**config.mk**
```make
export PLATFORM = sky130hd
export DESIGN_NAME = dsp_dot_seq_flat
export DESIGN_NICKNAME = d
export VERILOG_FILES = /design/src/rtl/dsp_seq_pkg.sv /design/src/rtl/dsp_dot_seq_if.sv /design/src/rtl/dsp_seq_dly.sv /design/src/rtl/dsp_dot_seq.sv /design/src/flat_wrapper.sv
export SDC_FILE = /design/constraint.sdc
export NUM_CORES = 1
export LEC_CHECK = 0
export ABC_AREA = 0
export CORE_MARGIN = 10
export CORE_UTILIZATION = 40
export DETAILED_ROUTE_END_ITERATION = 10
export PLACE_DENSITY = 0.81
export SKIP_LAST_GASP = 1
export SLEW_MARGIN = 10
export SYNTH_ARGS = -nofsm -noshare
export SYNTH_HDL_FRONTEND = slang
export SYNTH_SLANG_ARGS = --single-unit
```
**constraint.sdc**
```tcl
create_clock -name CLK -period 6.5 [get_ports CLK]
set_input_delay 1.95 -clock CLK [delete_from_list [all_inputs] [get_ports CLK]]
set_output_delay 1.95 -clock CLK [all_outputs]
set_load 0.05 [all_outputs]
```
**src/rtl/dsp_seq_pkg.sv**
```systemverilog
// Shared constants for the DSP48A1 dot-product sequencer: opmode codes,
// sequencer states and the slice register configuration it assumes.
package dsp_seq_pkg;

   // OPMODE = {post-sub, pre-sub, carry, pre-add, Z[1:0], X[1:0]}
   localparam logic [7:0] OPMODE_FIRST = 8'h01;  // X=M, Z=0
   localparam logic [7:0] OPMODE_ACC   = 8'h09;  // X=M, Z=P
   localparam logic [7:0] OPMODE_HOLD  = 8'h08;  // X=0, Z=P

   localparam int A0REG     = 0;
   localparam int A1REG     = 1;
   localparam int B0REG     = 0;
   localparam int B1REG     = 1;
   localparam int MREG      = 1;
   localparam int PREG      = 1;
   localparam int OPMODEREG = 1;
   localparam bit B_INPUT_DIRECT       = 1'b1;
   localparam bit CARRYINSEL_OPMODE5   = 1'b1;

   localparam int MAX_TERMS_DEF = 1024;
   localparam int CNT_W_DEF     = 11;

   typedef enum logic [1:0] {
      IDLE,
      ACCUM,
      DRAIN,
      OUT
   } state_e;

endpackage

```
**src/rtl/dsp_dot_seq_if.sv**
```systemverilog
// Operand stream and result handshake bundles for the dot-product sequencer.
interface dsp_stream_if;
   logic               s_valid;
   logic               s_ready;
   logic signed [17:0] s_a;
   logic signed [17:0] s_b;
   logic               s_last;

   modport master (output s_valid, s_a, s_b, s_last, input s_ready);
   modport slave  (input s_valid, s_a, s_b, s_last, output s_ready);
endinterface

interface dsp_res_if #(
   parameter int CNT_W = 11
);
   logic             res_valid;
   logic             res_ready;
   logic [47:0]      res_data;
   logic [CNT_W-1:0] res_terms;
   logic             res_trunc;

   modport master (output res_valid, res_data, res_terms, res_trunc, input res_ready);
   modport slave  (input res_valid, res_data, res_terms, res_trunc, output res_ready);
endinterface

```
**src/rtl/dsp_seq_dly.sv**
```systemverilog
// Fixed-depth register delay line with asynchronous reset.
module dsp_seq_dly #(
   parameter int           W       = 8,
   parameter int           N       = 1,
   parameter logic [W-1:0] RST_VAL = '0
) (
   input  logic         clk,
   input  logic         rst,
   input  logic [W-1:0] d,
   output logic [W-1:0] q
);

   logic [N-1:0][W-1:0] pipe;

   always_ff @(posedge clk or posedge rst) begin
      if (rst) begin
         pipe <= {N{RST_VAL}};
      end else begin
         pipe[0] <= d;
         for (int i = 1; i < N; i++) pipe[i] <= pipe[i-1];
      end
   end

   assign q = pipe[N-1];

endmodule

```
**src/rtl/dsp_dot_seq.sv**
```systemverilog
// Feeds a DSP48A1 slice with operand pairs so it accumulates sum(a*b) over
// one s_last-delimited vector, then captures P onto the result port.
module dsp_dot_seq
   import dsp_seq_pkg::*;
#(
   parameter int DSP_LAT    = A1REG + MREG + PREG,
   parameter int OPMODE_DLY = MREG,
   parameter int MAX_TERMS  = MAX_TERMS_DEF,
   parameter int CNT_W      = CNT_W_DEF
) (
   input  logic               CLK,
   input  logic               RST,
   dsp_stream_if.slave        s,
   dsp_res_if.master          res,
   output logic signed [17:0] dsp_a,
   output logic signed [17:0] dsp_b,
   output logic [47:0]        dsp_c,
   output logic [17:0]        dsp_d,
   output logic [7:0]         dsp_opmode,
   output logic               dsp_ce,
   output logic               dsp_rst,
   input  logic [47:0]        dsp_p
);

   localparam int DRAIN_LEN = DSP_LAT + OPMODE_DLY - 1;
   localparam int DCNT_W    = (DRAIN_LEN > 0) ? $clog2(DRAIN_LEN + 1) : 1;

   state_e           state, state_n;
   logic [CNT_W-1:0] cnt, cnt_n, cnt_inc;
   logic [DCNT_W-1:0] dcnt, dcnt_n;
   logic             trunc, trunc_n;
   logic             s_rdy, acc, cap;
   logic [7:0]       tag;
   logic             rst_sync;
   logic [47:0]      res_data_q;
   logic [CNT_W-1:0] res_terms_q;
   logic             res_trunc_q;

   always_comb begin
      state_n = state;
      cnt_n   = cnt;
      dcnt_n  = dcnt;
      trunc_n = trunc;
      cap     = 1'b0;
      s_rdy   = 1'b0;
      tag     = OPMODE_HOLD;
      cnt_inc = (state == IDLE) ? CNT_W'(1) : cnt + 1'b1;
      unique case (state)
         IDLE, ACCUM: begin
            s_rdy = !dsp_rst;
            if (s.s_valid && s_rdy) begin
               tag     = (state == IDLE) ? OPMODE_FIRST : OPMODE_ACC;
               cnt_n   = cnt_inc;
               trunc_n = 1'b0;
               state_n = ACCUM;
               if (s.s_last || cnt_inc == CNT_W'(MAX_TERMS)) begin
                  state_n = DRAIN;
                  dcnt_n  = DCNT_W'(DRAIN_LEN);
                  trunc_n = !s.s_last;
               end
            end
         end
         DRAIN: begin
            dcnt_n = dcnt - 1'b1;
            if (dcnt == '0) begin
               cap     = 1'b1;
               state_n = OUT;
            end
         end
         OUT: begin
            if (res.res_ready) state_n = IDLE;
         end
      endcase
   end

   assign acc = s.s_valid && s_rdy;

   // dsp_rst is held for two edges after RST so the synchronous slice reset
   // always sees a clock edge; CE comes up on the same edge it drops.
   always_ff @(posedge CLK or posedge RST) begin
      if (RST) begin
         state       <= IDLE;
         cnt         <= '0;
         dcnt        <= '0;
         trunc       <= 1'b0;
         rst_sync    <= 1'b0;
         dsp_rst     <= 1'b1;
         dsp_ce      <= 1'b0;
         dsp_a       <= '0;
         dsp_b       <= '0;
         res_data_q  <= '0;
         res_terms_q <= '0;
         res_trunc_q <= 1'b0;
      end else begin
         state    <= state_n;
         cnt      <= cnt_n;
         dcnt     <= dcnt_n;
         trunc    <= trunc_n;
         rst_sync <= 1'b1;
         dsp_rst  <= !rst_sync;
         dsp_ce   <= rst_sync;
         dsp_a    <= acc ? s.s_a : '0;
         dsp_b    <= acc ? s.s_b : '0;
         if (cap) begin
            res_data_q  <= dsp_p;
            res_terms_q <= cnt;
            res_trunc_q <= trunc;
         end
      end
   end

   // One extra stage aligns the tag with dsp_a/dsp_b; the remaining
   // OPMODE_DLY stages match the slice M register.
   dsp_seq_dly #(.W(8), .N(OPMODE_DLY + 1)) u_opm_dly (
      .clk (CLK),
      .rst (RST),
      .d   (tag),
      .q   (dsp_opmode)
   );

   assign dsp_c         = '0;
   assign dsp_d         = '0;
   assign s.s_ready     = s_rdy;
   assign res.res_valid = (state == OUT);
   assign res.res_data  = res_data_q;
   assign res.res_terms = res_terms_q;
   assign res.res_trunc = res_trunc_q;

endmodule

```
**src/flat_wrapper.sv**
```systemverilog
// flat-port wrapper written by rule: the top's interface ports become plain ports
module dsp_dot_seq_flat import dsp_seq_pkg::*;
#(
   parameter int DSP_LAT    = A1REG + MREG + PREG,
   parameter int OPMODE_DLY = MREG,
   parameter int MAX_TERMS  = MAX_TERMS_DEF,
   parameter int CNT_W      = CNT_W_DEF
)
  (CLK, RST, dsp_a, dsp_b, dsp_c, dsp_d, dsp_opmode, dsp_ce, dsp_rst, dsp_p, s_s_valid, s_s_a, s_s_b, s_s_last, s_s_ready, res_res_valid, res_res_data, res_res_terms, res_res_trunc, res_res_ready);
  dsp_stream_if s_i ();
  dsp_res_if #(.CNT_W(CNT_W)) res_i ();
  input  logic CLK;
  input  logic RST;
  output logic signed [17:0] dsp_a;
  output logic signed [17:0] dsp_b;
  output logic [47:0] dsp_c;
  output logic [17:0] dsp_d;
  output logic [7:0] dsp_opmode;
  output logic dsp_ce;
  output logic dsp_rst;
  input  logic [47:0] dsp_p;
  input wire logic [$bits(s_i.s_valid)-1:0] s_s_valid;
  input wire logic [$bits(s_i.s_a)-1:0] s_s_a;
  input wire logic [$bits(s_i.s_b)-1:0] s_s_b;
  input wire logic [$bits(s_i.s_last)-1:0] s_s_last;
  output wire logic [$bits(s_i.s_ready)-1:0] s_s_ready;
  output wire logic [$bits(res_i.res_valid)-1:0] res_res_valid;
  output wire logic [$bits(res_i.res_data)-1:0] res_res_data;
  output wire logic [$bits(res_i.res_terms)-1:0] res_res_terms;
  output wire logic [$bits(res_i.res_trunc)-1:0] res_res_trunc;
  input wire logic [$bits(res_i.res_ready)-1:0] res_res_ready;
  assign s_i.s_valid = s_s_valid;
  assign s_i.s_a = s_s_a;
  assign s_i.s_b = s_s_b;
  assign s_i.s_last = s_s_last;
  assign s_s_ready = s_i.s_ready;
  assign res_res_valid = res_i.res_valid;
  assign res_res_data = res_i.res_data;
  assign res_res_terms = res_i.res_terms;
  assign res_res_trunc = res_i.res_trunc;
  assign res_i.res_ready = res_res_ready;
  dsp_dot_seq #(.DSP_LAT(DSP_LAT), .OPMODE_DLY(OPMODE_DLY), .MAX_TERMS(MAX_TERMS), .CNT_W(CNT_W)) u_core (.CLK(CLK), .RST(RST), .s(s_i), .res(res_i), .dsp_a(dsp_a), .dsp_b(dsp_b), .dsp_c(dsp_c), .dsp_d(dsp_d), .dsp_opmode(dsp_opmode), .dsp_ce(dsp_ce), .dsp_rst(dsp_rst), .dsp_p(dsp_p));
endmodule
```
==> results.sh, run 1 <==
export IMPL_rsz0062_at_grt="no"
export IMPL_timing_hold_violations_final=0
export IMPL_synth_cell_types=42
export IMPL_crit_path_start_kind="primary input"
export IMPL_grt_pass1_wl_um=21800
export IMPL_rows=41
export IMPL_nets=689
export IMPL_syn_area_per_cell_um2=12.5
export IMPL_drt_total_wl_um=13900
export IMPL_grt_use_met3=0.0831
export IMPL_yosysSeqAreaShare=0.581
export IMPL_share_seq_of_total_power=0.311
export IMPL_critical_path_top_delay_family="buffers and inverters"
export IMPL_p_comb_frac=0.441
export IMPL_synth_cells=409
export IMPL_fp_dieW_um=133
export IMPL_critPathKind="primary input to flip-flop"
export IMPL_antenna_cells=0
export IMPL_gr_total_overflow=0
export IMPL_min_period_over_period=0.676
export IMPL_cts_sinks=119
export IMPL_final_layout_size_suffix_gt1_frac=0.163
export IMPL_synth_edff_count=0
export IMPL_pwr_density_cell_nw_per_um2=456
export IMPL_period_needed_ns=4.39
export IMPL_dp_cells=751
export IMPL_synth_area_um2=5130
export IMPL_wire_per_inst_um=17.8
export IMPL_dp_slack_ns=1.68
export IMPL_place_area_um2=6890
export IMPL_hold_class="flip-flop to flip-flop"
export IMPL_cts_inserted_buffers=17
export IMPL_relSlewSlack=0.354
export IMPL_fp_dieArea_um2=17800
export IMPL_groute_usage_overall=0.156
export IMPL_swShare=0.408
export IMPL_core_area_um2=12600
export IMPL_clkSlewWorstSetupHoldPaths_ns=0.05
export IMPL_areaGrowthSynthToFinish_pct=45.0
export IMPL_peakVddDrop_mv=0.192
export IMPL_synthArstFlopShare=1.00
export IMPL_final_area_um2=7440
export IMPL_max_stage_delay_ns=0.93
export IMPL_utilization=0.592
export IMPL_die_h_um=133
export IMPL_cts_hold_buf=0
export IMPL_clk_path_buf_depth=2
export IMPL_busiest_layer="met2"
export IMPL_drc=0
export IMPL_synth_seq_cells=119
export IMPL_met1_usage=0.180
export IMPL_clock_skew_ns=0.0105
export IMPL_ant_nets=0
export IMPL_crit_buf_inv=2
export IMPL_intPower_uw=2010
export IMPL_cts_root_buf="clkbuf_16"
export IMPL_worstMarginPinSlew_ns=0.965
export IMPL_max_cap_violations=0
export IMPL_pwr_share_clk=0.249
export IMPL_worst_slack_ns=2.11
export IMPL_setup_viol=0
export IMPL_crit_arrival_ns=4.67
export IMPL_insertion_delay_ns=0.41
export IMPL_slew_violations=0
export IMPL_firstDrtPassIters=4
export IMPL_yosys_warnings=0
export IMPL_cts_setup_buffers=0
export IMPL_vias=3553
export IMPL_tns_ns=0
export IMPL_h_tree_depth=4
export IMPL_antenna_found_initial=0
export IMPL_cts_resized=0
export IMPL_final_cells=780
export IMPL_cts_tree="yes"
export IMPL_end_kind="flip-flop"
export IMPL_status="finished clean"
export IMPL_p_switching_uw=1380
export IMPL_detailed_place_hpwl_um=10600
export IMPL_grtUsageMet2=0.240
export IMPL_portBuffers=190
export IMPL_crit_chain="clkdlybuf4s50_1, nand2_1, clkinv_1, o21ai_1, nand2b_1, o21ai_0"
export IMPL_p_leak_uw=0.00346
export IMPL_drt_iter0_drc=169
export IMPL_synth_main_ff_cell="dfrtp_1"
export IMPL_grt_max_degree=69
export IMPL_ios=263
export IMPL_grt_pass1_vias=3964
export IMPL_worstPathMaxFanout=37
export IMPL_start_util=0.408
export IMPL_routabilityCongestion=0.801
export IMPL_slowest_stage="clkdlybuf4s50_1"
export IMPL_drt_vias_per_instance=4.56
export IMPL_max_freq_ghz=0.228
export IMPL_crit_required_ns=6.78
-- worst register-to-register path: stages, from the launching register on --
cell and delay (ns):
dfrtp_1 0.50, nor2_2 0.10, buf_4 0.24, nand2_1 0.44
clkinv_1 0.38, o21ai_1 0.46, nand2b_1 0.18, o21ai_0 0.07
-- registers in the layout, indices dropped and copies added (netlist names) --
register and cells:
u_core.cnt 11, u_core.dcnt 2, u_core.dsp_a 18, u_core.dsp_b 18, u_core.dsp_ce 1, u_core.dsp_rst 1
u_core.res.res_data 48, u_core.res.res_terms 11, u_core.res.res_trunc 1, u_core.rst_sync 1, u_core.state 2, u_core.trunc 1
u_core.u_opm_dly.pipe 2, u_core.u_opm_dly.q 2
-- power by group through the flow --
stage | registers, µW | logic (µW) | clock network (µW)
floorplan | 1660 | 430 | 0
global placement | 1050 | 1480 | 0
detailed placement | 1060 | 1500 | 0
CTS | 1050 | 1510 | 867
global route | 1080 | 1560 | 902
finish | 1050 | 1490 | 843
-- per-stage QoR --
step	hold slack (ns)	total power (µW)
floorplan	0.331	2090
global placement	0.340	2530
detailed placement	0.352	2570
CTS	0.364	3430
global route	0.371	3540
finish	0.357	3390
-- per-layer routing --
metal  wire (µm)  share of wire
met5           0              0
met2        6460           0.46
met1        5710           0.41
met4         225          0.016
met3        1500           0.11
-- path summary, 6_finish.rpt --
path / startpoint / end / slack [ns] / cells past startpoint
max: s_s_valid / u_core.cnt[3] / 2.11 / 6
max reg2reg: u_core.state[1] / u_core.cnt[3] / 3.99 / 7
min: u_core.u_opm_dly.pipe[3] / u_core.u_opm_dly.q[3] / 0.36 / 0
min reg2reg: u_core.u_opm_dly.pipe[3] / u_core.u_opm_dly.q[3] / 0.36 / 0
min in group asynchronous: RST / u_core.res.res_data[31] / 2.09 / 2
max in group asynchronous: RST / u_core.dsp_ce / 3.23 / 3
-- final cells by class --
class                   instances  area [µm²]
fillers                      1031        5130
flip-flops and latches        119        2980
clock inverters                 3        15.0
multi-input cells             261        1750
well taps                     172         215
inverters                       6        25.0
clock buffers                  26         529
repair buffers                193        1920
-- placed cells by master, fill, tap and decap left out, types with 2 or more instances in the layout --
cell and n:
clkdlybuf4s50_1 190, dfrtp_1 118, conb_1 73, mux2_2 60, and3_1 38, clkbuf_16 17, nand2_1 13, o21ai_0 13
nor2_1 8, a21oi_1 7, clkbuf_8 7, nand3_1 6, o31ai_1 5, inv_1 4, a21o_1 3, and4_1 3
nor3_1 3, clkinv_2 3, buf_4 3, nand4_1 2, and2_1 2, mux2i_1 2, nand2b_1 2, ha_1 2
clkbuf_1 2
-- kinds of logic after synthesis --
family                     count (synthesis)  synth area share
AOI/OAI and AO/OA                         38            0.0498
muxes                                     62             0.136
DFF                                      119             0.581
and+or+nand+nor                           84            0.0929
buffers and inverters                    100             0.131
xor gates and xnor gates                   2           0.00342
other                                      2           0.00146
adders and majority gates                  2           0.00488
-- synthesized netlist by cell type, types with 2 or more instances --
cell type    n  share of area
dfrtp_1    118           0.58
buf_4       74           0.11
mux2_2      60           0.13
and3_1      38          0.046
nand2_1     14          0.010
o21ai_0     13          0.013
buf_2       10         0.0098
clkbuf_1     9         0.0066
nor2_1       9         0.0066
a21oi_1      7         0.0068
nand3_1      6         0.0059
inv_1        5         0.0037
o31ai_1      5         0.0073
a21o_1       3         0.0044
and4_1       3         0.0051
nor3_1       3         0.0029
and2_1       2         0.0024
conb_1       2         0.0015
ha_1         2         0.0049
mux2i_1      2         0.0039
nand2b_1     2         0.0024
nand4_1      2         0.0024
Power figures use the tool's default switching activity.
==> run 2: changes to the inputs <==
clock period = 4.25 ns   (was 6.5 ns; I/O delays follow)
==> results.sh, run 2 (synthesis gave the netlist of run 1 again) <==
export IMPL_cts_inserted_buffers=17
export IMPL_timing_hold_violations_final=0
export IMPL_worstMarginPinSlew_ns=0.887
export IMPL_h_tree_depth=4
export IMPL_most_common_layout_cells="clkdlybuf4s50_1 (190), dfrtp_1 (118), conb_1 (73), mux2_2 (60), and3_1 (38)"
export IMPL_groute_usage_overall=0.157
export IMPL_slew_violations=0
export IMPL_cts_tree="yes"
export IMPL_wire_per_inst_um=18.1
export IMPL_critPathKind="flip-flop to primary output"
export IMPL_vias=3610
export IMPL_cp_startpoint="u_core.state[1]"
export IMPL_cts_hold_buf=0
export IMPL_routabilityCongestion=0.768
export IMPL_start_util=0.408
export IMPL_firstDrtPassIters=4
export IMPL_core_area_um2=12600
export IMPL_regArea_um2=2980
export IMPL_drt_iter0_drc=182
export IMPL_drt_total_wl_um=14200
export IMPL_min_period_over_period=0.815
export IMPL_final_cells=785
export IMPL_status="finished clean"
export IMPL_dp_cells=754
export IMPL_ios=263
export IMPL_grt_use_met3=0.0658
export IMPL_peakVddDrop_mv=0.270
export IMPL_crit_arrival_ns=2.19
export IMPL_final_area_um2=7560
export IMPL_max_cap_violations=0
export IMPL_areaGrowthSynthToFinish_pct=47.3
export IMPL_cts_resized=0
export IMPL_met1_usage=0.182
export IMPL_end_kind="primary output"
export IMPL_n_fill_cell=977
export IMPL_grt_max_degree=52
export IMPL_multiInputGateArea_um2=1750
export IMPL_period_needed_ns=3.46
export IMPL_clock_skew_ns=0.00741
export IMPL_drt_vias_per_instance=4.60
export IMPL_portBuffers=190
export IMPL_antenna_found_initial=0
export IMPL_pwr_density_cell_nw_per_um2=714
export IMPL_rsz0062_at_grt="no"
export IMPL_fp_dieArea_um2=17800
export IMPL_setup_viol=0
export IMPL_die_h_um=133
export IMPL_drc=0
export IMPL_fp_dieW_um=133
export IMPL_final_common_cell="clkdlybuf4s50_1"
export IMPL_place_area_um2=6930
export IMPL_clk_path_buf_depth=2
export IMPL_rr_startpoint="u_core.dsp_rst"
export IMPL_p_leak_uw=0.00350
export IMPL_relSlewSlack=0.407
export IMPL_rows=41
export IMPL_busiest_layer="met2"
export IMPL_max_stage_delay_ns=0.88
export IMPL_clkSlewWorstSetupHoldPaths_ns=0.05
export IMPL_slowest_stage="clkdlybuf4s50_1"
export IMPL_hold_start="u_core.u_opm_dly.pipe[3]"
export IMPL_nets=692
export IMPL_grt_pass1_vias=3927
export IMPL_detailed_place_hpwl_um=10800
export IMPL_grt_pass1_wl_um=21900
export IMPL_antenna_cells=0
export IMPL_worstPathMaxFanout=38
export IMPL_insertion_delay_ns=0.40
export IMPL_crit_required_ns=2.97
export IMPL_ant_nets=0
export IMPL_grtUsageMet2=0.254
export IMPL_max_freq_ghz=0.289
export IMPL_tns_ns=0
export IMPL_crit_chain="nor2_2, buf_4, clkdlybuf4s50_1"
export IMPL_hold_class="flip-flop to flip-flop"
export IMPL_cts_setup_buffers=0
export IMPL_gr_total_overflow=0
export IMPL_cts_root_buf="clkbuf_16"
export IMPL_largest_register_ffs=48
export IMPL_final_layout_size_suffix_gt1_frac=0.171
export IMPL_cts_sinks=119
export IMPL_crit_path_start_kind="flip-flop"
-- run 2: worst paths after layout --
path	to	slack, ns	cells after the start
worst max-delay path	s_s_ready	0.79	3
worst min-delay path	u_core.u_opm_dly.q[3]	0.36	0
worst max register to register	u_core.cnt[3]	1.84	7
worst min register to register	u_core.u_opm_dly.q[3]	0.36	0
max in group asynchronous	u_core.res.res_data[35]	2.09	3
min in group asynchronous	u_core.res.res_data[46]	1.40	2
-- run 2: power by group --
| part | switching (µW) | internal [µW] | total, µW |
|---|---|---|---|
| Clock | 476 | 1010 | 1490 |
| Combinational | 1500 | 797 | 2300 |
| Sequential | 179 | 1430 | 1610 |
| Total | 2150 | 3240 | 5400 |
-- run 2: final cells by class --
cell class,instances,area share
clock buffers,24,0.0677
flip-flops and latches,119,0.394
repair buffers,196,0.259
clock inverters,7,0.0152
inverters,6,0.00348
well taps,172,0.0285
multi-input cells,261,0.231
-- run 2: critical path, delay by kind of cell, from the launching register on --
| family | cells | cell delay [ns] |
|---|---|---|
| AND/OR/NAND/NOR | 1 | 0.13 |
| flip-flops | 1 | 0.47 |
| buffers and inverters | 2 | 1.18 |
-- run 2: through the flow --
step	worst slack [ns]	total power (µW)	util	hold slack, ns
6_report	0.785	5400	0.601	0.360
5_1_grt	0.645	5630	0.601	0.379
4_1_cts	0.760	5440	0.601	0.366
3_5_place_dp	0.773	3930	0.551	0.362
3_3_place_gp	0.859	3880	0.551	0.359
2_1_floorplan	1.52	3190	-	0.331
-- run 2: layer usage --
metal	up-vias	wire, µm
met1	1739	5850
met2	212	6870
met3	15	1310
met5	-	0
met4	0	182
li1	1644	-
==> run 3: changes to the inputs <==
clock period = 3.5 ns   (was 4.25 ns; I/O delays follow)
==> results.sh, run 3 (synthesis gave the netlist of run 1 again) <==
export IMPL_status="finished clean"
export IMPL_drt_total_wl_um=14100
export IMPL_nets=691
export IMPL_most_common_layout_cells="clkdlybuf4s50_1 (190), dfrtp_1 (118), conb_1 (73), mux2_2 (60), and3_1 (38)"
export IMPL_clkSlewWorstSetupHoldPaths_ns=0.05
export IMPL_timing_hold_violations_final=0
export IMPL_antenna_found_initial=1
export IMPL_peakVddDrop_mv=0.303
export IMPL_max_cap_violations=0
export IMPL_pwr_density_cell_nw_per_um2=867
export IMPL_cts_sinks=119
export IMPL_portBuffers=190
export IMPL_crit_arrival_ns=1.87
export IMPL_end_kind="primary output"
export IMPL_gr_total_overflow=0
export IMPL_max_freq_ghz=0.342
export IMPL_groute_usage_overall=0.157
export IMPL_routabilityCongestion=0.780
export IMPL_hold_class="flip-flop to flip-flop"
export IMPL_rows=41
export IMPL_worstMarginPinSlew_ns=0.783
export IMPL_firstDrtPassIters=4
export IMPL_final_layout_size_suffix_gt1_frac=0.170
export IMPL_crit_required_ns=2.45
export IMPL_worstPathMaxFanout=8
export IMPL_crit_path_start_kind="flip-flop"
export IMPL_core_area_um2=12600
export IMPL_cts_setup_buffers=0
export IMPL_grt_pass1_wl_um=21700
export IMPL_final_common_cell="clkdlybuf4s50_1"
export IMPL_place_area_um2=6920
export IMPL_wire_per_inst_um=18.0
export IMPL_p_leak_uw=0.00350
export IMPL_critPathKind="flip-flop to primary output"
export IMPL_utilization=0.601
export IMPL_ant_nets=0
export IMPL_h_tree_depth=4
export IMPL_clk_path_buf_depth=2
export IMPL_detailed_place_hpwl_um=10700
export IMPL_final_area_um2=7550
export IMPL_grt_max_degree=120
export IMPL_clock_skew_ns=0.00508
export IMPL_largest_register_ffs=48
export IMPL_fp_dieArea_um2=17800
export IMPL_cts_tree="yes"
export IMPL_start_util=0.408
export IMPL_drc=0
export IMPL_cts_root_buf="clkbuf_16"
export IMPL_vias=3671
export IMPL_relSlewSlack=0.476
export IMPL_insertion_delay_ns=0.40
export IMPL_cts_inserted_buffers=17
export IMPL_rsz0062_at_grt="no"
export IMPL_slew_violations=0
export IMPL_ios=263
export IMPL_fp_dieW_um=133
export IMPL_cts_hold_buf=0
export IMPL_grt_pass1_vias=3947
export IMPL_setup_viol=0
export IMPL_drt_iter0_drc=195
export IMPL_min_period_over_period=0.835
export IMPL_die_h_um=133
export IMPL_cts_resized=0
export IMPL_areaGrowthSynthToFinish_pct=47.2
export IMPL_drt_vias_per_instance=4.67
export IMPL_period_needed_ns=2.92
export IMPL_tns_ns=0
==> run 3: cell count changes in the layout (fill, tap and decap cells not counted), sizes merged <==
cell	before	now
buf	6	5
clkbuf	24	25
clkinv	3	5
clkinvlp	3	1
diode	0	1
==> run 3: power breakdown <==
| group | internal, µW | switching [µW] | leakage [µW] | total (µW) |
|---|---|---|---|---|
| logic | 969 | 1830 | 0.00169 | 2790 |
| registers | 1740 | 215 | 0.00151 | 1960 |
| clock network | 1230 | 567 | 0.000313 | 1800 |
==> run 3: final timing paths <==
path / start / end / slack [ns] / depth (start not counted)
min reg2reg: u_core.u_opm_dly.pipe[3] / u_core.u_opm_dly.q[3] / 0.37 / 0
min in group asynchronous: RST / u_core.res.res_data[38] / 1.18 / 3
max reg2reg: u_core.cnt[0] / u_core.state[0] / 1.32 / 6
max: u_core.state[1] / res_res_valid / 0.58 / 2
min: u_core.u_opm_dly.pipe[3] / u_core.u_opm_dly.q[3] / 0.37 / 0
max in group asynchronous: RST / u_core.dcnt[0] / 1.85 / 3
==> run 3: per-stage QoR <==
step / setup WS, ns / instances / power (µW) / hold WS (ns)
after global placement: 0.768 / 753 / 4710 / 0.358
after detailed placement: 0.735 / 753 / 4780 / 0.366
after floorplan: 0.995 / 480 / 3880 / 0.331
final: 0.579 / 786 / 6550 / 0.372
after global routing: 0.467 / 785 / 6820 / 0.383
after CTS: 0.542 / 785 / 6610 / 0.375
==> run 3: final cells by class <==
cell class | instances | area, µm²
antenna | 1 | 2.50
multi-input combinational | 261 | 1750
timing repair buffer | 195 | 1950
clock buffer | 25 | 515
sequential | 119 | 2980
inverter | 6 | 26.3
tap | 172 | 215
fill | 972 | 5010
clock inverter | 7 | 114
==> run 3: routing by layer <==
metal | wire length, µm | GRT usage | share of wire
met3 | 1270 | 0.0729 | 0.090
met2 | 6900 | 0.251 | 0.49
met4 | 218 | 0.0605 | 0.015
met1 | 5750 | 0.178 | 0.41
met5 | 0 | 0 | 0
==> run 3: worst max-delay path, stage by stage, from the launching register on <==
cell,delay [ns]
dfrtp_1,0.46
and2_1,0.20
clkdlybuf4s50_1,0.81
